===== src/rtl/router_pkg.sv =====
// Shared constants and types for the router output-channel FIFO.
// Header byte layout: [DATA_W-1:LEN_LSB] payload length, [ADDR_W-1:0] destination.
package router_pkg;

  localparam int DEF_DATA_W = 8;
  localparam int DEF_DEPTH  = 16;
  localparam int ADDR_W     = 2;
  localparam int LEN_LSB    = ADDR_W;

  typedef struct packed {
    logic                  sop;
    logic [DEF_DATA_W-1:0] data;
  } fifo_entry_t;

endpackage


===== src/rtl/router_pkt_fifo_if.sv =====
// Write/read/status bundle between the router core, the channel FIFO and the read port.
// master drives write/read requests; slave is the FIFO.
interface router_pkt_fifo_if
  import router_pkg::*;
#(
  parameter int DATA_W = DEF_DATA_W,
  parameter int DEPTH  = DEF_DEPTH
);
  localparam int AW = $clog2(DEPTH);

  logic              write_enb;
  logic              sop_in;
  logic [DATA_W-1:0] data_in;
  logic              read_enb;
  logic [DATA_W-1:0] data_out;
  logic              sop_out;
  logic              data_valid;
  logic              full;
  logic              empty;
  logic              almost_full;
  logic              almost_empty;
  logic [AW:0]       count;
  logic [DATA_W-3:0] pkt_remaining;
  logic              overflow;
  logic              underflow;

  modport master (
    output write_enb, sop_in, data_in, read_enb,
    input  data_out, sop_out, data_valid, full, empty, almost_full, almost_empty,
           count, pkt_remaining, overflow, underflow
  );

  modport slave (
    input  write_enb, sop_in, data_in, read_enb,
    output data_out, sop_out, data_valid, full, empty, almost_full, almost_empty,
           count, pkt_remaining, overflow, underflow
  );

endinterface


===== src/rtl/router_fifo_ram.sv =====
// DEPTH x (DATA_W+1) storage of {sop, data}: one write port, one registered read port.
// Read data appears the edge after i_rd_en and holds otherwise; no reset on the array.
module router_fifo_ram #(
  parameter int DATA_W = 8,
  parameter int DEPTH  = 16,
  parameter int AW     = $clog2(DEPTH)
) (
  input  logic          i_clk,
  input  logic          i_wr_en,
  input  logic [AW-1:0] i_wr_addr,
  input  logic [DATA_W:0] i_wr_dat,
  input  logic          i_rd_en,
  input  logic [AW-1:0] i_rd_addr,
  output logic [DATA_W:0] o_rd_dat
);

  logic [DATA_W:0] r_mem [DEPTH];

  always_ff @(posedge i_clk) begin
    if (i_wr_en) r_mem[i_wr_addr] <= i_wr_dat;
    if (i_rd_en) o_rd_dat <= r_mem[i_rd_addr];
  end

endmodule


===== src/rtl/router_pkt_fifo.sv =====
// Packet-aware channel FIFO: pointers, occupancy, packet byte counter and sticky errors.
// Read latency 1 cycle; writes while full and reads while empty are dropped and flagged.
module router_pkt_fifo
  import router_pkg::*;
#(
  parameter int DATA_W    = DEF_DATA_W,
  parameter int DEPTH     = DEF_DEPTH,
  parameter int AW        = $clog2(DEPTH),
  parameter int AFULL_TH  = DEPTH - 2,
  parameter int AEMPTY_TH = 2
) (
  input  logic clock,
  input  logic resetn,
  input  logic soft_reset,
  router_pkt_fifo_if.slave bus
);

  localparam logic [AW:0] L_DEPTH  = (AW+1)'(DEPTH);
  localparam logic [AW:0] L_AFULL  = (AW+1)'(AFULL_TH);
  localparam logic [AW:0] L_AEMPTY = (AW+1)'(AEMPTY_TH);

  logic [AW-1:0]     r_wr_ptr;
  logic [AW-1:0]     r_rd_ptr;
  logic [AW:0]       r_count;
  logic [DATA_W-3:0] r_pkt_base;
  logic              r_data_valid;
  logic              r_out_clr;
  logic              r_overflow;
  logic              r_underflow;

  logic              w_full;
  logic              w_empty;
  logic              w_wr_acc;
  logic              w_rd_acc;
  logic [DATA_W:0]   w_ram_q;
  logic              w_q_sop;
  logic [DATA_W-3:0] w_len;
  logic [DATA_W-3:0] w_pkt_next;

  assign w_full   = (r_count == L_DEPTH);
  assign w_empty  = (r_count == '0);
  assign w_wr_acc = bus.write_enb && !w_full;
  assign w_rd_acc = bus.read_enb && !w_empty;

  router_fifo_ram #(
    .DATA_W (DATA_W),
    .DEPTH  (DEPTH),
    .AW     (AW)
  ) u_ram (
    .i_clk     (clock),
    .i_wr_en   (w_wr_acc && !soft_reset),
    .i_wr_addr (r_wr_ptr),
    .i_wr_dat  ({bus.sop_in, bus.data_in}),
    .i_rd_en   (w_rd_acc && !soft_reset),
    .i_rd_addr (r_rd_ptr),
    .o_rd_dat  (w_ram_q)
  );

  assign w_q_sop = w_ram_q[DATA_W];
  assign w_len   = w_ram_q[DATA_W-1:LEN_LSB];

  // r_pkt_base is the count before the byte now on data_out was popped, so the
  // counter moves on the same edge as data_out even though the RAM read is registered.
  always_comb begin
    w_pkt_next = r_pkt_base;
    if (r_data_valid) begin
      if (w_q_sop) begin
        // an all-ones length has no room for the parity byte; pin at max instead of wrapping
        w_pkt_next = (&w_len) ? w_len : w_len + 1'b1;
      end else if (r_pkt_base != '0) begin
        w_pkt_next = r_pkt_base - 1'b1;
      end
    end
  end

  always_ff @(posedge clock or negedge resetn) begin
    if (!resetn) begin
      r_wr_ptr     <= '0;
      r_rd_ptr     <= '0;
      r_count      <= '0;
      r_pkt_base   <= '0;
      r_data_valid <= 1'b0;
      r_out_clr    <= 1'b1;
      r_overflow   <= 1'b0;
      r_underflow  <= 1'b0;
    end else if (soft_reset) begin
      r_wr_ptr     <= '0;
      r_rd_ptr     <= '0;
      r_count      <= '0;
      r_pkt_base   <= '0;
      r_data_valid <= 1'b0;
      r_out_clr    <= 1'b1;
      r_overflow   <= 1'b0;
      r_underflow  <= 1'b0;
    end else begin
      if (w_wr_acc) r_wr_ptr <= r_wr_ptr + 1'b1;
      if (w_rd_acc) begin
        r_rd_ptr  <= r_rd_ptr + 1'b1;
        r_out_clr <= 1'b0;
      end
      case ({w_wr_acc, w_rd_acc})
        2'b10:   r_count <= r_count + 1'b1;
        2'b01:   r_count <= r_count - 1'b1;
        default: r_count <= r_count;
      endcase
      r_pkt_base   <= w_pkt_next;
      r_data_valid <= w_rd_acc;
      if (bus.write_enb && w_full) r_overflow  <= 1'b1;
      if (bus.read_enb && w_empty) r_underflow <= 1'b1;
    end
  end

  assign bus.data_out      = r_out_clr ? '0 : w_ram_q[DATA_W-1:0];
  assign bus.sop_out       = !r_out_clr && w_q_sop;
  assign bus.data_valid    = r_data_valid;
  assign bus.full          = w_full;
  assign bus.empty         = w_empty;
  assign bus.almost_full   = (r_count >= L_AFULL);
  assign bus.almost_empty  = (r_count <= L_AEMPTY);
  assign bus.count         = r_count;
  assign bus.pkt_remaining = w_pkt_next;
  assign bus.overflow      = r_overflow;
  assign bus.underflow     = r_underflow;

endmodule


===== src/flat_wrapper.sv =====
// flat-port wrapper written by rule: the top's interface ports become plain ports
module router_pkt_fifo_flat import router_pkg::*;
#(
  parameter int DATA_W    = DEF_DATA_W,
  parameter int DEPTH     = DEF_DEPTH,
  parameter int AW        = $clog2(DEPTH),
  parameter int AFULL_TH  = DEPTH - 2,
  parameter int AEMPTY_TH = 2
)
  (clock, resetn, soft_reset, bus_write_enb, bus_sop_in, bus_data_in, bus_read_enb, bus_data_out, bus_sop_out, bus_data_valid, bus_full, bus_empty, bus_almost_full, bus_almost_empty, bus_count, bus_pkt_remaining, bus_overflow, bus_underflow);
  router_pkt_fifo_if #(.DATA_W(DATA_W), .DEPTH(DEPTH)) bus_i ();
  input  logic clock;
  input  logic resetn;
  input  logic soft_reset;
  input wire logic [$bits(bus_i.write_enb)-1:0] bus_write_enb;
  input wire logic [$bits(bus_i.sop_in)-1:0] bus_sop_in;
  input wire logic [$bits(bus_i.data_in)-1:0] bus_data_in;
  input wire logic [$bits(bus_i.read_enb)-1:0] bus_read_enb;
  output wire logic [$bits(bus_i.data_out)-1:0] bus_data_out;
  output wire logic [$bits(bus_i.sop_out)-1:0] bus_sop_out;
  output wire logic [$bits(bus_i.data_valid)-1:0] bus_data_valid;
  output wire logic [$bits(bus_i.full)-1:0] bus_full;
  output wire logic [$bits(bus_i.empty)-1:0] bus_empty;
  output wire logic [$bits(bus_i.almost_full)-1:0] bus_almost_full;
  output wire logic [$bits(bus_i.almost_empty)-1:0] bus_almost_empty;
  output wire logic [$bits(bus_i.count)-1:0] bus_count;
  output wire logic [$bits(bus_i.pkt_remaining)-1:0] bus_pkt_remaining;
  output wire logic [$bits(bus_i.overflow)-1:0] bus_overflow;
  output wire logic [$bits(bus_i.underflow)-1:0] bus_underflow;
  assign bus_i.write_enb = bus_write_enb;
  assign bus_i.sop_in = bus_sop_in;
  assign bus_i.data_in = bus_data_in;
  assign bus_i.read_enb = bus_read_enb;
  assign bus_data_out = bus_i.data_out;
  assign bus_sop_out = bus_i.sop_out;
  assign bus_data_valid = bus_i.data_valid;
  assign bus_full = bus_i.full;
  assign bus_empty = bus_i.empty;
  assign bus_almost_full = bus_i.almost_full;
  assign bus_almost_empty = bus_i.almost_empty;
  assign bus_count = bus_i.count;
  assign bus_pkt_remaining = bus_i.pkt_remaining;
  assign bus_overflow = bus_i.overflow;
  assign bus_underflow = bus_i.underflow;
  router_pkt_fifo #(.DATA_W(DATA_W), .DEPTH(DEPTH), .AW(AW), .AFULL_TH(AFULL_TH), .AEMPTY_TH(AEMPTY_TH)) u_core (.clock(clock), .resetn(resetn), .soft_reset(soft_reset), .bus(bus_i));
endmodule

===== config.mk =====
export PLATFORM = sky130hd
export DESIGN_NAME = router_pkt_fifo_flat
export DESIGN_NICKNAME = d
export VERILOG_FILES = /design/src/rtl/router_pkg.sv /design/src/rtl/router_pkt_fifo_if.sv /design/src/rtl/router_fifo_ram.sv /design/src/rtl/router_pkt_fifo.sv /design/src/flat_wrapper.sv
export SDC_FILE = /design/constraint.sdc
export NUM_CORES = 1
export LEC_CHECK = 0
export ABC_CLOCK_PERIOD_IN_PS = 2800
export CAP_MARGIN = 5
export CORE_ASPECT_RATIO = 0.8
export CORE_MARGIN = 1
export CORE_UTILIZATION = 30
export DETAILED_ROUTE_END_ITERATION = 16
export HOLD_SLACK_MARGIN = 0.05
export PLACE_DENSITY = 0.45
export RECOVER_POWER = 50
export SLEW_MARGIN = 20
export SYNTH_ARGS = -nofsm -noshare
export SYNTH_HDL_FRONTEND = slang
export SYNTH_SLANG_ARGS = --single-unit

===== constraint.sdc =====
create_clock -name clock -period 2.8 [get_ports clock]
set_clock_uncertainty 0.1 [all_clocks]
set_input_delay 0.42 -clock clock [delete_from_list [all_inputs] [get_ports clock]]
set_output_delay 0.42 -clock clock [all_outputs]
set_load 0.01 [all_outputs]

==> summary.md <==
| Metric | Value |
|---|---|
| Cells after Synth | `495` |
| Post-DP Area | `8710 sq um` |
| Yosys top cell area share | `60.4%` |
| Unrepaired setup endpoints after global routing | `no` |
| CTS tree | `yes` |
| Setup crit start | `u_core.r_pkt_base[0]$_DFF_PN0_` |
| Max-cap violations | `0` |
| Required @ worst endpoint | `2.28 ns` |
| Maximum clock rate | `373 MHz` |
| Final #Nets | `608` |
| Hold Violations, Final | `0` |
| Crit. End Element | `output port` |
| Area Overhead vs Synth | `23.1%` |
| Main area contributors after synthesis | `edfxtp_1 (60%), dfrtp_1 (7.2%), mux4_2 (5.3%)` |
| CTS Buf Count | `17` |
| Core box area | `24600 sq um` |
| Worst flop-to-flop path startpoint | `u_core.bus.count[2]$_DFFE_PN0P_` |
| Post-synth EDFFs | `153` |
| LEAKAGE | `3.23 nW` |
| Worst VDD drop | `474 uV` |
| I/O pins | `41` |
| Asr flop ratio synth | `13.1%` |
| Vias in the first global route | `4658` |
| Crit path max fanout | `3` |
| Sink Count | `176` |
| Avg Cell Area, Syn | `15.4 sq um` |
| Clock Latency Late Sink | `0.43 ns` |
| Antenna diodes | `0` |
| Clock slew at the register clock pins of the worst setup and hold paths | `0.07 ns` |
| CP arrival | `2.16 ns` |
| Via-to-Cell Ratio | `5.01` |
| Kind of critical path | `register to output port` |
| Hold_buf cts | `0` |
| Design Area, Final | `9360 sq um` |
| DR WL/cell | `20.2 um` |
| Final Worst Setup Slack | `0.121 ns` |
| First-pass GRT wire length | `28400 um` |
| Finished Core Util | `38.0%` |
| DRC | `0` |
| Initial Util | `30.9%` |
| Most frequent cells in the layout | `edfxtp_1 (153), buf_4 (51), nor2_1 (37), mux2i_1 (37), nand2_1 (23)` |
| Die H | `144 um` |
| Die area | `26000 sq um` |
| Crit start category | `register` |
| WL final | `18500 um` |
| Leading area contributor after synthesis | `edfxtp_1` |
| Port Buf Inserts | `40` |
| Initial antenna violation count | `0` |
| Syn Nets | `519` |
| Total gr overflow | `0` |
| Min cycle time layout | `2.68 ns` |
| Root Buffer | `clkbuf_16` |
| Commonest non-fill, non-tap cell in the layout | `edfxtp_1` |
| Status | `completed` |
| Hold crit path type | `primary input to asynchronous set/reset pin` |
| DR pass1 iterations | `5` |
| Tightest Pin Transition | `0.718 ns` |
| Synth unique cells | `55` |
| Overall routing resource usage | `15.0%` |
| Iteration-0 DRC Markers | `313` |
| Relative slew margins | `51.8%` |
| Pre-CTS setup slack | `0.165 ns` |
| Maximum root-to-sink buffer count | `2` |
| Routed vias | `4574` |
| Tcrit/Tclk final | `95.7%` |
| H-tree Lvls | `4` |
| Yosys warning count | `0` |
| Largest net degree at the start of global routing | `29` |
| Pwr dens | `849 nW/um^2` |
| Detail Route Antenna Nets | `0` |
| Row count | `51` |
| Final Setup Violations | `0` |
| GPL Wtd Cong | `0.860` |
| Die X | `180 um` |
| Post-synthesis sequential area ratio | `68.0%` |
| Synthesized flop and latch total | `176` |
| Mapped Area | `7600 sq um` |
| Max-slew violations | `0` |
| Hpwl dp | `12500 um` |
| Layout cell share with drive strength beyond 1 | `21.8%` |
| Post-synth top flop | `edfxtp_1` |
-- power by group --
group | internal, mW | leakage, nW | switching (mW)
logic | 1.16 | 1.28 | 1.22
registers | 3.03 | 1.68 | 0.186
clock network | 1.32 | 0.267 | 1.02
-- sequential cells by signal (all words and copies together), names as in the netlist --
register,flops
u_core.bus.overflow,1
u_core.r_out_clr,1
u_core.bus.data_valid,1
u_core.r_wr_ptr,4
u_core.r_pkt_base,6
u_core.bus.count,5
u_core.u_ram.o_rd_dat,9
u_core.u_ram.r_mem,144
u_core.bus.underflow,1
u_core.r_rd_ptr,4
-- repair_timing --
item,CTS,global route
pin swaps,0,2
setup endpoints to repair,7,6
endpoints found under the hold margin,0,0
gates resized for setup,11,17
setup buffers,4,2
-- final timing paths --
kind	slack, ns	cells past startpoint	end
max reg2reg	0.14	8	u_core.bus.count[2]$_DFFE_PN0P_
min	0.36	1	u_core.r_rd_ptr[2]$_DFFE_PN0P_
max	0.12	6	bus_pkt_remaining[4]
max in group asynchronous	1.44	2	u_core.r_pkt_base[3]$_DFF_PN0_
min reg2reg	0.40	2	u_core.bus.underflow$_DFFE_PN0P_
min in group clock	0.40	2	u_core.bus.underflow$_DFFE_PN0P_
-- critical path: stages, from the launching register on --
cell             delay [ns]
dfrtp_1                0.40
inv_2                  0.10
ha_4                   0.15
nor3b_4                0.17
mux2_2                 0.35
a221o_1                0.33
clkdlybuf4s15_1        0.23
-- cell families (layout without fill, tap and decap cells) --
kind of cell    count (synthesis)  after routing  share of synthesized area, %
compound gates                 88             88                          8.71
fa+ha+maj                      10             10                          1.65
xor+xnor                        9              9                          1.04
simple gates                  114            114                          7.47
flops                         176            176                          68.0
buf+inv                        39            139                          2.22
mux                            59             59                          10.9
-- through the flow --
| stage | TNS, ns | power [mW] | hold slack (ns) | instances |
|---|---|---|---|---|
| finish | 0 | 7.94 | 0.360 | 913 |
| global route | 0 | 8.33 | 0.388 | 913 |
| CTS | 0 | 8.03 | 0.309 | 911 |
| detailed placement | 0 | 5.65 | 0.388 | 877 |
| global placement | 0 | 5.62 | 0.383 | 877 |
| floorplan | -0.00114 | 4.72 | 0.0244 | 495 |
-- layer usage --
metal	wire length [um]	up-vias	track usage, %
met1	9130	2330	21.3
met4	149	0	3.04
li1	-	2128	-
met5	0	-	0
met2	8350	103	23.7
met3	833	13	3.40
-- cell usage after synthesis (all sizes together), types with 2 or more instances --
library cell / instances
a2111oi: 2
a211oi: 3
a21boi: 3
a21oi: 9
a221oi: 20
a22oi: 10
a31oi: 7
and2: 6
and3: 2
and4: 2
buf: 12
clkbuf: 15
clkinv: 2
dfrtp: 22
edfxtp: 153
ha: 10
inv: 10
mux2: 4
mux2i: 37
mux4: 18
nand2: 23
nand3: 9
nand3b: 2
nor2: 38
nor2b: 14
nor3: 3
nor4: 6
o2111ai: 3
o211ai: 3
o21ai: 18
or3: 3
xnor2: 3
xor2: 6
-- area by class of cell --
class,count,area (sq um)
fill,2291,15300
sequential,176,5180
multi-input combinational,280,2340
timing repair buffer,97,828
clock buffer,20,437
tap,318,398
clock inverter,10,131
inverter,12,45.0
No activity file was read; power rests on OpenSTA's default activity.
